<file path="src/rtl/seg7_pkg.sv">
// seg7_pkg: shared constants and types for the binary-to-7-segment feeder.
//   SEG_DIGIT    active-low segment codes for decimal digits 0..9 (bit 0 = a .. bit 6 = g)
//   SEG_BLANK    all segments off
//   SEG_DASH     only segment g lit
//   MAX_DISPLAY  largest value that fits in four decimal digits
//   state_t      conversion FSM states
//   dabble_adjust  add-3 correction applied to every BCD nibble before each shift
package seg7_pkg;

    localparam logic [6:0] SEG_DIGIT [0:9] = '{
        7'h40, 7'h79, 7'h24, 7'h30, 7'h19,
        7'h12, 7'h02, 7'h78, 7'h00, 7'h10
    };

    localparam logic [6:0] SEG_BLANK = 7'h7F;
    localparam logic [6:0] SEG_DASH  = 7'h3F;

    localparam int unsigned MAX_DISPLAY = 9999;

    typedef enum logic [1:0] {
        IDLE = 2'd0,
        CONV = 2'd1,
        UPD  = 2'd2
    } state_t;

    function automatic logic [15:0] dabble_adjust(input logic [15:0] bcd);
        logic [15:0] r;
        r = bcd;
        for (int unsigned i = 0; i < 4; i++) begin
            if (bcd[4*i +: 4] >= 4'd5)
                r[4*i +: 4] = bcd[4*i +: 4] + 4'd3;
        end
        return r;
    endfunction

endpackage

</file>
<file path="src/rtl/seg7_encoder.sv">
// seg7_encoder: combinational BCD digit to active-low 7-segment code.
//   bcd  in  4  BCD digit; codes above 9 produce a blank
//   seg  out 7  segments g..a, active-low
module seg7_encoder (
    input  logic [3:0] bcd,
    output logic [6:0] seg
);
    import seg7_pkg::*;

    always_comb begin
        seg = SEG_BLANK;
        if (bcd <= 4'd9)
            seg = SEG_DIGIT[bcd];
    end

endmodule

</file>
<file path="src/rtl/bin_to_seg_digits.sv">
// bin_to_seg_digits: accepts a binary value over valid/ready, converts it to BCD
// with a one-bit-per-cycle double-dabble and registers four active-low digit bytes.
//   clk       in   system clock
//   rst       in   synchronous active-high reset
//   in_valid  in   request to convert bin_in
//   in_ready  out  idle, a request will be accepted
//   bin_in    in   unsigned value to display
//   blank_en  in   leading-zero blanking enable (latched on accept)
//   dot_sel   in   decimal-point mask, bit n -> digit n (latched on accept)
//   done      out  one-cycle pulse when new digit bytes are visible
//   data_0..3 out  digit bytes: [7] dot, [6:0] segments g..a, all active-low
module bin_to_seg_digits #(
    parameter int BIN_W = 14
) (
    input  logic             clk,
    input  logic             rst,
    input  logic             in_valid,
    output logic             in_ready,
    input  logic [BIN_W-1:0] bin_in,
    input  logic             blank_en,
    input  logic [3:0]       dot_sel,
    output logic             done,
    output logic [7:0]       data_0,
    output logic [7:0]       data_1,
    output logic [7:0]       data_2,
    output logic [7:0]       data_3
);
    import seg7_pkg::*;

    localparam int CW = $clog2(BIN_W + 1);

    state_t           state, state_nxt;
    logic [CW-1:0]    cnt;
    logic [BIN_W-1:0] bin_q;
    logic [15:0]      bcd_q;
    logic             blank_q;
    logic             ovf_q;
    logic [3:0]       dot_q;

    logic [3:0][6:0]  enc;
    logic [3:0][6:0]  seg;
    logic [3:0]       blank_dig;

    // ---------------- FSM ----------------
    always_ff @(posedge clk) begin
        if (rst)
            state <= IDLE;
        else
            state <= state_nxt;
    end

    always_comb begin
        state_nxt = state;
        case (state)
            IDLE:    if (in_valid) state_nxt = CONV;
            CONV:    if (cnt == CW'(1)) state_nxt = UPD;
            UPD:     state_nxt = IDLE;
            default: state_nxt = IDLE;
        endcase
    end

    assign in_ready = (state == IDLE);

    // ---------------- digit encoding ----------------
    for (genvar g = 0; g < 4; g++) begin : g_enc
        seg7_encoder u_enc (
            .bcd (bcd_q[4*g +: 4]),
            .seg (enc[g])
        );
    end

    // Blanking walks down from the thousands digit and stops at the first
    // nonzero digit; the ones digit is always shown. Overflow overrides both.
    always_comb begin
        blank_dig    = '0;
        blank_dig[3] = blank_q && (bcd_q[15:12] == 4'd0);
        blank_dig[2] = blank_dig[3] && (bcd_q[11:8] == 4'd0);
        blank_dig[1] = blank_dig[2] && (bcd_q[7:4] == 4'd0);
        for (int unsigned i = 0; i < 4; i++) begin
            if (ovf_q)
                seg[i] = SEG_DASH;
            else if (blank_dig[i])
                seg[i] = SEG_BLANK;
            else
                seg[i] = enc[i];
        end
    end

    // ---------------- datapath ----------------
    always_ff @(posedge clk) begin
        if (rst) begin
            cnt     <= '0;
            bin_q   <= '0;
            bcd_q   <= '0;
            blank_q <= 1'b0;
            ovf_q   <= 1'b0;
            dot_q   <= '0;
            done    <= 1'b0;
            data_0  <= '1;
            data_1  <= '1;
            data_2  <= '1;
            data_3  <= '1;
        end else begin
            done <= 1'b0;
            case (state)
                IDLE: begin
                    if (in_valid) begin
                        bin_q   <= bin_in;
                        bcd_q   <= '0;
                        blank_q <= blank_en;
                        dot_q   <= dot_sel;
                        // Overflow is judged on the raw input since bin_q is consumed by the shift.
                        ovf_q   <= (bin_in > BIN_W'(MAX_DISPLAY));
                        cnt     <= CW'(BIN_W);
                    end
                end
                CONV: begin
                    {bcd_q, bin_q} <= {dabble_adjust(bcd_q), bin_q} << 1;
                    cnt            <= cnt - CW'(1);
                end
                UPD: begin
                    data_0 <= {~dot_q[0], seg[0]};
                    data_1 <= {~dot_q[1], seg[1]};
                    data_2 <= {~dot_q[2], seg[2]};
                    data_3 <= {~dot_q[3], seg[3]};
                    done   <= 1'b1;
                end
                default: ;
            endcase
        end
    end

endmodule

</file>
<file path="config.mk">
export PLATFORM = sky130hd
export DESIGN_NAME = bin_to_seg_digits
export DESIGN_NICKNAME = d
export VERILOG_FILES = /design/src/rtl/seg7_pkg.sv /design/src/rtl/seg7_encoder.sv /design/src/rtl/bin_to_seg_digits.sv
export SDC_FILE = /design/constraint.sdc
export NUM_CORES = 1
export LEC_CHECK = 0
export ABC_AREA = 1
export ABC_CLOCK_PERIOD_IN_PS = 1900
export CAP_MARGIN = 10
export CORE_MARGIN = 8
export CORE_UTILIZATION = 40
export CTS_BUF_LIST = sky130_fd_sc_hd__clkbuf_2
export DETAILED_ROUTE_END_ITERATION = 8
export PLACE_DENSITY = 0.72
export SLEW_MARGIN = 0
export SYNTH_ARGS = -nofsm -noshare
export SYNTH_HDL_FRONTEND = slang
export SYNTH_SLANG_ARGS = --single-unit
export TNS_END_PERCENT = 5
</file>
<file path="constraint.sdc">
create_clock -name clk -period 1.9 [get_ports clk]
set_clock_uncertainty 0.15 [all_clocks]
set_input_delay 0.19 -clock clk [delete_from_list [all_inputs] [get_ports clk]]
set_output_delay 0.19 -clock clk [all_outputs]
set_load 0.1 [all_outputs]
</file>
==> run_results.csv <==
group,metric,value,unit
yosys,synth_area,3740,µm²
cells_and_area,fin_util,48.6,%
cells_and_area,nNetsFinal,642,
drt,postRouteAntennaNets,0,
cells_and_area,drive_gt1_share,12.1,%
setup_path,worst-path-max-fanout,2,
clock_tree,cts_buffers,9,
cells_and_area,synthToLayoutAreaGrowth,19.2,%
pwr,vdd_drop_max,326,µV
clock_tree,clk_latency,0.51,ns
clock_tree,cts-root-buf,"clkbuf_2",
drt,wl_per_cell,12.6,µm
pwr,power_density,649,nW/µm²
timing,worst_pin_slew,0.451,ns
clock_tree,ctsLongestPathBuffers,2,
yosys,ys_seq_area_share,40.2,%
drt,drt_iter0_drc,226,
timing,rsz0062_at_grt,"no",
pwr,seqPwrFrac,57.3,%
drt,drt_wl_total,9.01,mm
floorplanning,initial_utilization,40.8,%
placed_design,dp_cells,697,
setup_path,reg2reg_from,"bcd_q[12]$_SDFFE_PP0P_",
timing,slew_viol_final,0,
clock_tree,cts.sinks,75,
grt,grt-ovfl-total,0,
grt,grt_max_degree,33,
setup_path,arrival,1.44,ns
clock_tree,post_cts_buffers,0,
timing,fin_crit,1.78,ns
drt,drt_pass1_iterations,5,
setup_path,ff2ff_setup_slack,0.20,ns
grt,track_usage,14.6,%
clock_tree,cts_tree,"done",
yosys,avgSynthCellArea,6.89,µm²
drt,viasPerCell,5.08,
pwr,clkPwrFrac,29.1,%
pwr,swShare,28.3,%
grt,grt_first_pass_wirelength,15.4,mm
grt,grt_pass1_vias,3368,
pwr,leakagePower,1.84,nW
floorplanning,core.rowCount,35,
setup_path,startpoint,"state[0]$_SDFFE_PP0P_",
hold_path,hold_path_end,"bin_q[0]$_SDFFE_PP0P_",
setup_path,reg2reg_to,"data_3[0]$_SDFFE_PP1P_",
yosys,netlist_instances,542,
placed_design,place.gp.congestion,0.891,
clock_tree,clk_pin_slew_worst_paths,0.19,ns
pwr,internal-power,2.07,mW
placed_design,io_buffers,55,
setup_path,crit_path_start_kind,"flop",
floorplanning,chipWidth,113,µm
timing,finalHoldViolCount,0,
cells_and_area,final_area,4450,µm²
yosys,syn_nets,586,
placed_design,hpwl,6.63,mm
setup_path,reg2regPathDepth,6,
timing,finalSetupViolCount,0,
floorplanning,core_area,9150,µm²
cells_and_area,final_cells,714,
timing,holdWs,0.100,ns
pwr,p_comb_share,13.6,%
yosys,ys_ff_latch,75,
job,max_cap_viol_count,0,
timing,min_period_over_period,93.8,%
setup_path,endpoint_kind,"primary output",
placed_design,postPlaceCellArea,4340,µm²
grt,antenna_found_initial,0,
drt,remaining_drc_errors,0,
clock_tree,h-tree-depth,3,
setup_path,path_class,"flop to primary output",
drt,via_count,3630,
cells_and_area,diodes,0,
hold_path,min_from,"bin_in[0]",
hold_path,hold_depth,3,
timing,max_freq,561,MHz
floorplanning,die_y,113,µm
floorplanning,die-area,12700,µm²
pwr,finalPower,2.89,mW
timing,relSlewSlack,69.9,%
outcome,outcome,"completed",
hold_path,min_path_type,"primary input to flop",
pwr,power_switching,817,µW
floorplanning,ioPinCount,56,
yosys,synth_warnings,0,
setup_path,required,1.56,ns
yosys,synth.distinct_cells,22,
==> worst max-delay path, stage by stage, from the launching register on <==
cell        delay (ns)
dfxtp_1           0.40
inv_2             0.05
nand2_1           0.16
clkinvlp_4        0.15
buf_12            0.18
==> synthesized netlist by cell type (all sizes together) <==
library cell	number	area, µm²
a21oi	54	270
a22oi	2	15.0
a31oi	12	75.1
buf	11	57.6
clkbuf	12	45.0
dfxtp	75	1500
ha	22	275
inv	39	146
nand2	167	627
nand3	44	220
nor2	42	173
nor3	3	15.0
o211ai	5	37.5
o21a	1	7.51
o21ai	49	245
or2	4	25.0
==> placed cells by master, fill, tap and decap left out, types with 2 or more instances in the layout <==
cell	count
a21oi_1	54
a22oi_1	2
a31oi_1	12
buf_4	45
clkbuf_2	12
clkdlybuf4s50_1	20
clkinv_1	3
dfxtp_1	74
ha_1	22
inv_1	35
inv_2	3
nand2_1	167
nand3_1	44
nor2_1	38
nor2_2	3
nor3_1	3
o211ai_1	5
o21ai_0	45
o21ai_1	4
or2_2	4
==> stage by stage <==
| step | setup TNS [ns] | setup WS [ns] |
|---|---|---|
| 6_report | 0 | 0.118 |
| 5_1_grt | 0 | 0.000853 |
| 4_1_cts | 0 | 0.0743 |
| 3_5_place_dp | 0 | 0.179 |
| 3_3_place_gp | 0 | 0.246 |
| 2_1_floorplan | -0.00800 | -0.00800 |
==> timing repair <==
item,CTS,global route
gates resized for setup,0,1
setup endpoints to repair,0,5
hold buffers,1,0
hold endpoints to repair,5,0
==> cells by family (layout without fill, tap and decap cells) <==
group	count (synthesis)	count (layout)	synth area share (%)
AOI/OAI and AO/OA	123	123	17.4
adders and majority gates	22	22	7.37
buffers and inverters	62	123	6.66
DFF	75	75	40.2
and+or+nand+nor	260	260	28.4
==> sequential cells by signal, indices dropped and copies added, names as in the netlist <==
name	cells
data_0	8
cnt	4
done	1
state	2
data_2	8
dot_q	4
ovf_q	1
bin_q	14
blank_q	1
data_3	8
data_1	8
bcd_q	16
==> metal layers <==
layer | GRT usage [%] | part of all wire [%] | up-vias | routed length (µm)
li1 | - | - | 1897 | -
met1 | 17.6 | 47 | 1631 | 4240
met2 | 23.6 | 45 | 89 | 4050
met3 | 3.92 | 6.2 | 13 | 560
met4 | 6.74 | 1.8 | 0 | 163
met5 | 0 | 0 | - | 0
==> power groups by stage <==
stage	combinational, mW	sequential (mW)	clock, mW
finish	0.393	1.66	0.841
global route	0.434	1.66	0.939
CTS	0.395	1.66	0.871
detailed placement	0.393	1.69	0
global placement	0.388	1.69	0
floorplan	0.219	1.72	0
==> worst max-delay path by stage <==
stage          slack [ns]                endpoint  depth (start not counted)
6_report             0.12                in_ready                          4
3_5_place_dp         0.18  data_0[3]$_SDFFE_PP1P_                          9
2_1_floorplan      -0.008  bin_q[13]$_SDFFE_PP0P_                          7
4_1_cts              0.07                in_ready                          4
3_3_place_gp         0.25  data_0[0]$_SDFFE_PP1P_                          9
5_1_grt            0.0009                in_ready                          4
==> cell type report <==
type | instances | area (µm²)
clock buffer | 12 | 60.1
clock inverter | 4 | 41.3
fill | 927 | 4700
inverter | 39 | 150
multi-input combinational | 405 | 1990
sequential | 75 | 1500
tap | 111 | 139
timing repair buffer | 68 | 573
Note: power is estimated with default switching activity, not from simulation.
